<file path="config.mk">
export PLATFORM = sky130hd
export DESIGN_NAME = cpu_run_ctrl
export DESIGN_NICKNAME = d
export VERILOG_FILES = /design/src/rtl/cpu_run_ctrl.sv
export SDC_FILE = /design/constraint.sdc
export NUM_CORES = 1
export LEC_CHECK = 0
export BUFFER_PORTS_ARGS = -buffer_cell sky130_fd_sc_hd__buf_2
export CAP_MARGIN = 15
export CORE_AREA = 2 2 79 81
export DETAILED_ROUTE_END_ITERATION = 6
export DIE_AREA = 0 0 81 83
export PLACE_DENSITY = 0.63
export SETUP_SLACK_MARGIN = 0.1
export SYNTH_ARGS = -nofsm -noshare
export SYNTH_HDL_FRONTEND = slang
export SYNTH_SLANG_ARGS = --single-unit
</file>
<file path="constraint.sdc">
create_clock -name clk -period 2.2 [get_ports clk]
set_clock_uncertainty 0.15 [all_clocks]
set_input_delay 0.11 -clock clk [delete_from_list [all_inputs] [get_ports clk]]
set_output_delay 0.11 -clock clk [all_outputs]
set_load 0.01 [all_outputs]
</file>
<file path="src/rtl/cpu_run_ctrl.sv">
// Run/halt/single-step sequencer gating PC, register-file and data-memory commits.
// Optional watchdog trip into a sticky TRIP state when CPU_WATCHDOG_EN is defined.
module cpu_run_ctrl #(
    parameter int PC_W       = 16,
    parameter int CNT_W      = 32,
    parameter int WDOG_LIMIT = 1000
) (
    input  logic             clk,
    input  logic             reset,
    input  logic             start,
    input  logic             stop,
    input  logic             step,
    input  logic             bp_en,
    input  logic [PC_W-1:0]  bp_addr,
    input  logic [PC_W-1:0]  pc,
    input  logic             cu_reg_write,
    input  logic             cu_mem_write,
    output logic             pc_en,
    output logic             reg_write,
    output logic             mem_write,
    output logic [2:0]       state,
    output logic             halted,
    output logic [CNT_W-1:0] instr_count
);

`ifdef CPU_WATCHDOG_EN
    localparam bit WDOG_ON = 1'b1;
`else
    localparam bit WDOG_ON = 1'b0;
`endif

    typedef enum logic [2:0] {
        S_IDLE  = 3'd0,
        S_RUN   = 3'd1,
        S_HALT  = 3'd2,
        S_BREAK = 3'd3,
        S_STEP  = 3'd4,
        S_TRIP  = 3'd5
    } state_t;

    state_t           r_state;
    logic             r_halted;
    logic             r_resume_skip;
    logic [CNT_W-1:0] r_count;

    logic             w_bp_hit;
    logic             w_exec;
    logic             w_wdog_trip;
    logic [CNT_W-1:0] w_cnt_next;

    // Commit decision is combinational so the current instruction can be blocked in its own cycle.
    always_comb begin
        w_bp_hit    = bp_en && (pc == bp_addr) && !r_resume_skip;
        w_exec      = !reset && (((r_state == S_RUN) && !stop && !w_bp_hit) || (r_state == S_STEP));
        w_cnt_next  = (&r_count) ? r_count : r_count + 1'b1;
        w_wdog_trip = WDOG_ON && (r_state == S_RUN) && w_exec && (w_cnt_next == CNT_W'(WDOG_LIMIT));
    end

    always_ff @(posedge clk) begin
        if (reset) begin
            r_state       <= S_IDLE;
            r_halted      <= 1'b0;
            r_resume_skip <= 1'b0;
            r_count       <= '0;
        end else begin
            if (w_exec) r_count <= w_cnt_next;
            case (r_state)
                S_IDLE: begin
                    if (start) r_state <= S_RUN;
                end
                S_RUN: begin
                    r_resume_skip <= 1'b0;
                    if (stop) begin
                        r_state  <= S_HALT;
                        r_halted <= 1'b1;
                    end else if (w_bp_hit) begin
                        r_state  <= S_BREAK;
                        r_halted <= 1'b1;
                    end else if (w_wdog_trip) begin
                        r_state  <= S_TRIP;
                        r_halted <= 1'b1;
                    end
                end
                S_HALT, S_BREAK: begin
                    // Skip flag lets the breakpoint instruction execute once on resume.
                    if (start) begin
                        r_state       <= S_RUN;
                        r_halted      <= 1'b0;
                        r_resume_skip <= 1'b1;
                    end else if (step) begin
                        r_state       <= S_STEP;
                        r_halted      <= 1'b0;
                        r_resume_skip <= 1'b1;
                    end
                end
                S_STEP: begin
                    r_resume_skip <= 1'b0;
                    r_state       <= S_HALT;
                    r_halted      <= 1'b1;
                end
                S_TRIP: begin
                    r_halted <= 1'b1;
                end
                default: begin
                    r_state  <= S_IDLE;
                    r_halted <= 1'b0;
                end
            endcase
        end
    end

    assign pc_en       = w_exec;
    assign reg_write   = cu_reg_write & w_exec;
    assign mem_write   = cu_mem_write & w_exec;
    assign state       = r_state;
    assign halted      = r_halted;
    assign instr_count = r_count;

endmodule
</file>
==> flow_metrics.py <==
metrics = {
    "synth": {
        "ys_seq_elements": 37,
        "synth-simple-area-share": 0.347,
        "synth_xor_area_frac": 0.0619,
        "synth_cell_type_count": 47,
        "syn_inst": 272,
        "yosysSeqAreaShare": 0.327,
        "muxShareOfSynthArea": 0.0348,
        "synth_edf_count": 0,
        "synth_compound_area_frac": 0.183,
        "synth_top_family_by_area": "simple AND/OR/NAND/NOR gates",
        "synthesis.area_mm2": 0.00226,
        "synth_flop_cell": "dfxtp_1",
        "syn-num-nets": 313,
        "synth_adder_area_share": 0.00553,
        "avgSynthCellArea_um2": 8.32,
        "yosysWarningCount": 0,
        "async_flop_share": 0,
    },
    "grt": {
        "grt_pass1_wl_um": 10700,
        "grt_use_total": 0.195,
        "grt_max_degree": 30,
        "antenna_found_initial": 0,
        "gr-total-overflow": 0,
        "grt_pass1_vias": 2338,
    },
    "worst_setup_path": {
        "rr_startpoint": "instr_count[3]",
        "crit_chain": "nand4_1 > nor4_4 > buf_4 > and3_4 > buf_12 > nor4_4 > mux2_1",
        "path_max_fanout": 11,
        "reg2reg_to": "instr_count[7]",
        "crit_family": "simple AND/OR/NAND/NOR gates",
        "crit_path_end_kind": "flop",
        "crit_slowest_cell": "dfxtp_4",
        "ff2ff_path_depth": 7,
        "cp_slowest_stage_delay_ns": 0.39,
        "worstSetupStartpointType": "flop",
        "required_ns": 2.23,
        "critPathKind": "flop to flop",
        "worst_path_most_repeated_cell": "nor4_4",
        "worst-path-buf-inv": 2,
        "reg2reg_slack_ns": 0.09,
        "critPathArrivalTime_ns": 2.14,
    },
    "clock_tree": {
        "htreeDepth": 2,
        "cts.sinks": 37,
        "cts_tree": "done",
        "clk_latency_ns": 0.29,
        "cts_buffers": 5,
        "root_buffer": "clkbuf_8",
        "clkTransAtPathRegs_ns": 0.08,
        "clockBufferDepth": 2,
    },
    "die": {
        "ios": 79,
        "die_area_mm2": 0.00672,
        "core_mm2": 0.00582,
        "rows": 28,
        "die_h_um": 83,
        "initial_utilization": 0.389,
        "fp.dieW_um": 81,
    },
    "sta": {
        "hold_ws_ns": 0.0650,
        "finalCriticalPeriod_ns": 2.11,
        "setup_slack_ns": 0.0873,
        "slew_headroom": 0.623,
        "final_max_slew_viol_count": 0,
        "hold_violations": 0,
        "max_freq_mhz": 473,
        "worstMarginPinSlew_ns": 0.560,
        "fin_tns_setup_ns": 0,
        "setup_viol": 0,
        "min_period_over_period": 0.960,
        "rsz0062_at_grt": "yes",
    },
    "cells_and_area": {
        "utilization": 0.581,
        "n_antenna_cell": 0,
        "nNetsFinal": 419,
        "n_fill_cell": 563,
        "mostFrequentLayoutCells": "77 x buf_2, 32 x buf_4, 21 x dfxtp_1, 18 x nor2_1, 18 x o31ai_1",
        "drive_gt1_frac": 0.501,
        "instances_no_fill": 454,
        "final_common_cell": "buf_2",
        "area_delta_synth_final_pct": 49.3,
    },
    "hold_path": {
        "min_delay_worst_endpoint": "state[2]",
        "hold_path_depth": 4,
        "hp-class": "input pin to flop",
        "hold_start": "start",
    },
    "routing": {
        "highest_layer": "met4",
        "wl_per_cell_um": 14.5,
        "wl_um": 6590,
        "wl_met2_um": 3390,
        "dr.pass1.iters": 5,
        "drc": 0,
        "avgViaCountPerCell": 5.58,
        "wl_met1_um": 2770,
        "dr_wl_met3_um": 355,
        "drt_iter0_drc": 100,
        "num_vias": 2534,
        "final_antenna_net_count": 0,
    },
    "placed_design": {
        "placedCellCount": 432,
        "portBuffers": 78,
        "gp_congestion": 0.792,
        "place_ws_ns": 0.0309,
        "dpl.hpwl_um": 4150,
    },
    "outcome": {
        "outcome": "finished, final reports clean",
    },
    "power_and_ir_drop": {
        "leakagePower_uw": 0.00141,
        "max-vdd-ir-drop_uv": 268,
        "p_per_area_mw_per_mm2": 438,
    },
    "flow_run": {
        "cap_violations": 0,
    },
}
[synth_stat cells (4+ instances only)]
library cell	count	share of area
mux2_1	7	0.035
nor3_1	7	0.015
nand4_1	6	0.017
or4_1	18	0.060
a21oi_1	28	0.062
o21ai_0	7	0.015
xor2_1	14	0.054
nor4_1	7	0.019
nand3_1	14	0.031
or3_1	5	0.014
nor2_1	20	0.033
dfxtp_1	37	0.33
and2_1	4	0.011
clkbuf_1	8	0.013
nand2_1	15	0.025
buf_2	7	0.015
o31ai_1	18	0.060
nor2b_1	8	0.022
[report_power, final]
part	switching [uW]	leakage, uW	internal, uW
combinational	167	0.00106	143
clock	257	0.0000450	220
sequential	16.4	0.000309	676
total	440	0.00141	1040
[worst max-delay path by stage]
stage / depth (start not counted) / slack [ns] / to / start
after floorplan: 6 / 0.08 / instr_count[27] / instr_count[10]
after global placement: 6 / 0.1 / instr_count[27] / instr_count[10]
after detailed placement: 5 / 0.03 / instr_count[9] / instr_count[10]
after CTS: 8 / 0.04 / instr_count[16] / state[1]
after global routing: 7 / 0.01 / instr_count[7] / instr_count[3]
final: 7 / 0.09 / instr_count[7] / instr_count[3]
[layer usage]
metal | up-vias | GRT usage
met1 | 1210 | 0.253
met3 | 6 | 0.0457
met5 | - | 0
li1 | 1246 | -
met2 | 72 | 0.322
met4 | 0 | 0.0508
[kinds of logic (layout without fill, tap and decap cells)]
group / count (synthesis) / in the layout
AO/OA/AOI/OAI: 65 / 65
adder cells (fa/ha/maj): 1 / 1
buffers and inverters: 20 / 126
flip-flops: 37 / 37
XOR/XNOR: 16 / 16
multiplexers: 7 / 7
AND/OR/NAND/NOR: 126 / 127
[worst min-delay path: cells and delay by family]
kind            cells  cell delay, ns
buf+inv             1            0.09
compound gates      1            0.15
simple gates        2            0.10
[layout make-up]
cell class                      count  area (um2)  share of cell area
Multi-Input combinational cell    216        1680               0.497
Sequential cell                    37         783               0.232
Timing Repair Buffer              115         727               0.215
Tap cell                           75        93.8              0.0278
Clock buffer                        6        72.6              0.0215
Inverter                            3        11.3             0.00333
Clock inverter                      2        10.0             0.00296
[per-stage QoR]
stage	power, uW	instance area, um2
5_1_grt	1550	3380
6_report	1480	3380
3_3_place_gp	933	2880
2_1_floorplan	844	2280
4_1_cts	1490	3140
3_5_place_dp	938	2880
[flip-flops by register name, indices dropped and copies added, names as in the netlist]
signal         count
halted             1
instr_count       32
r_resume_skip      1
state              3
[what timing repair did]
item / CTS / global route
buffers inserted: 5 / 7
hold buffers: 0 / 0
cloned: 3 / 0
endpoints found under the setup margin: 13 / 32
pin swaps: 9 / 21
resized for setup: 14 / 59
Power figures use the tool's default switching activity.
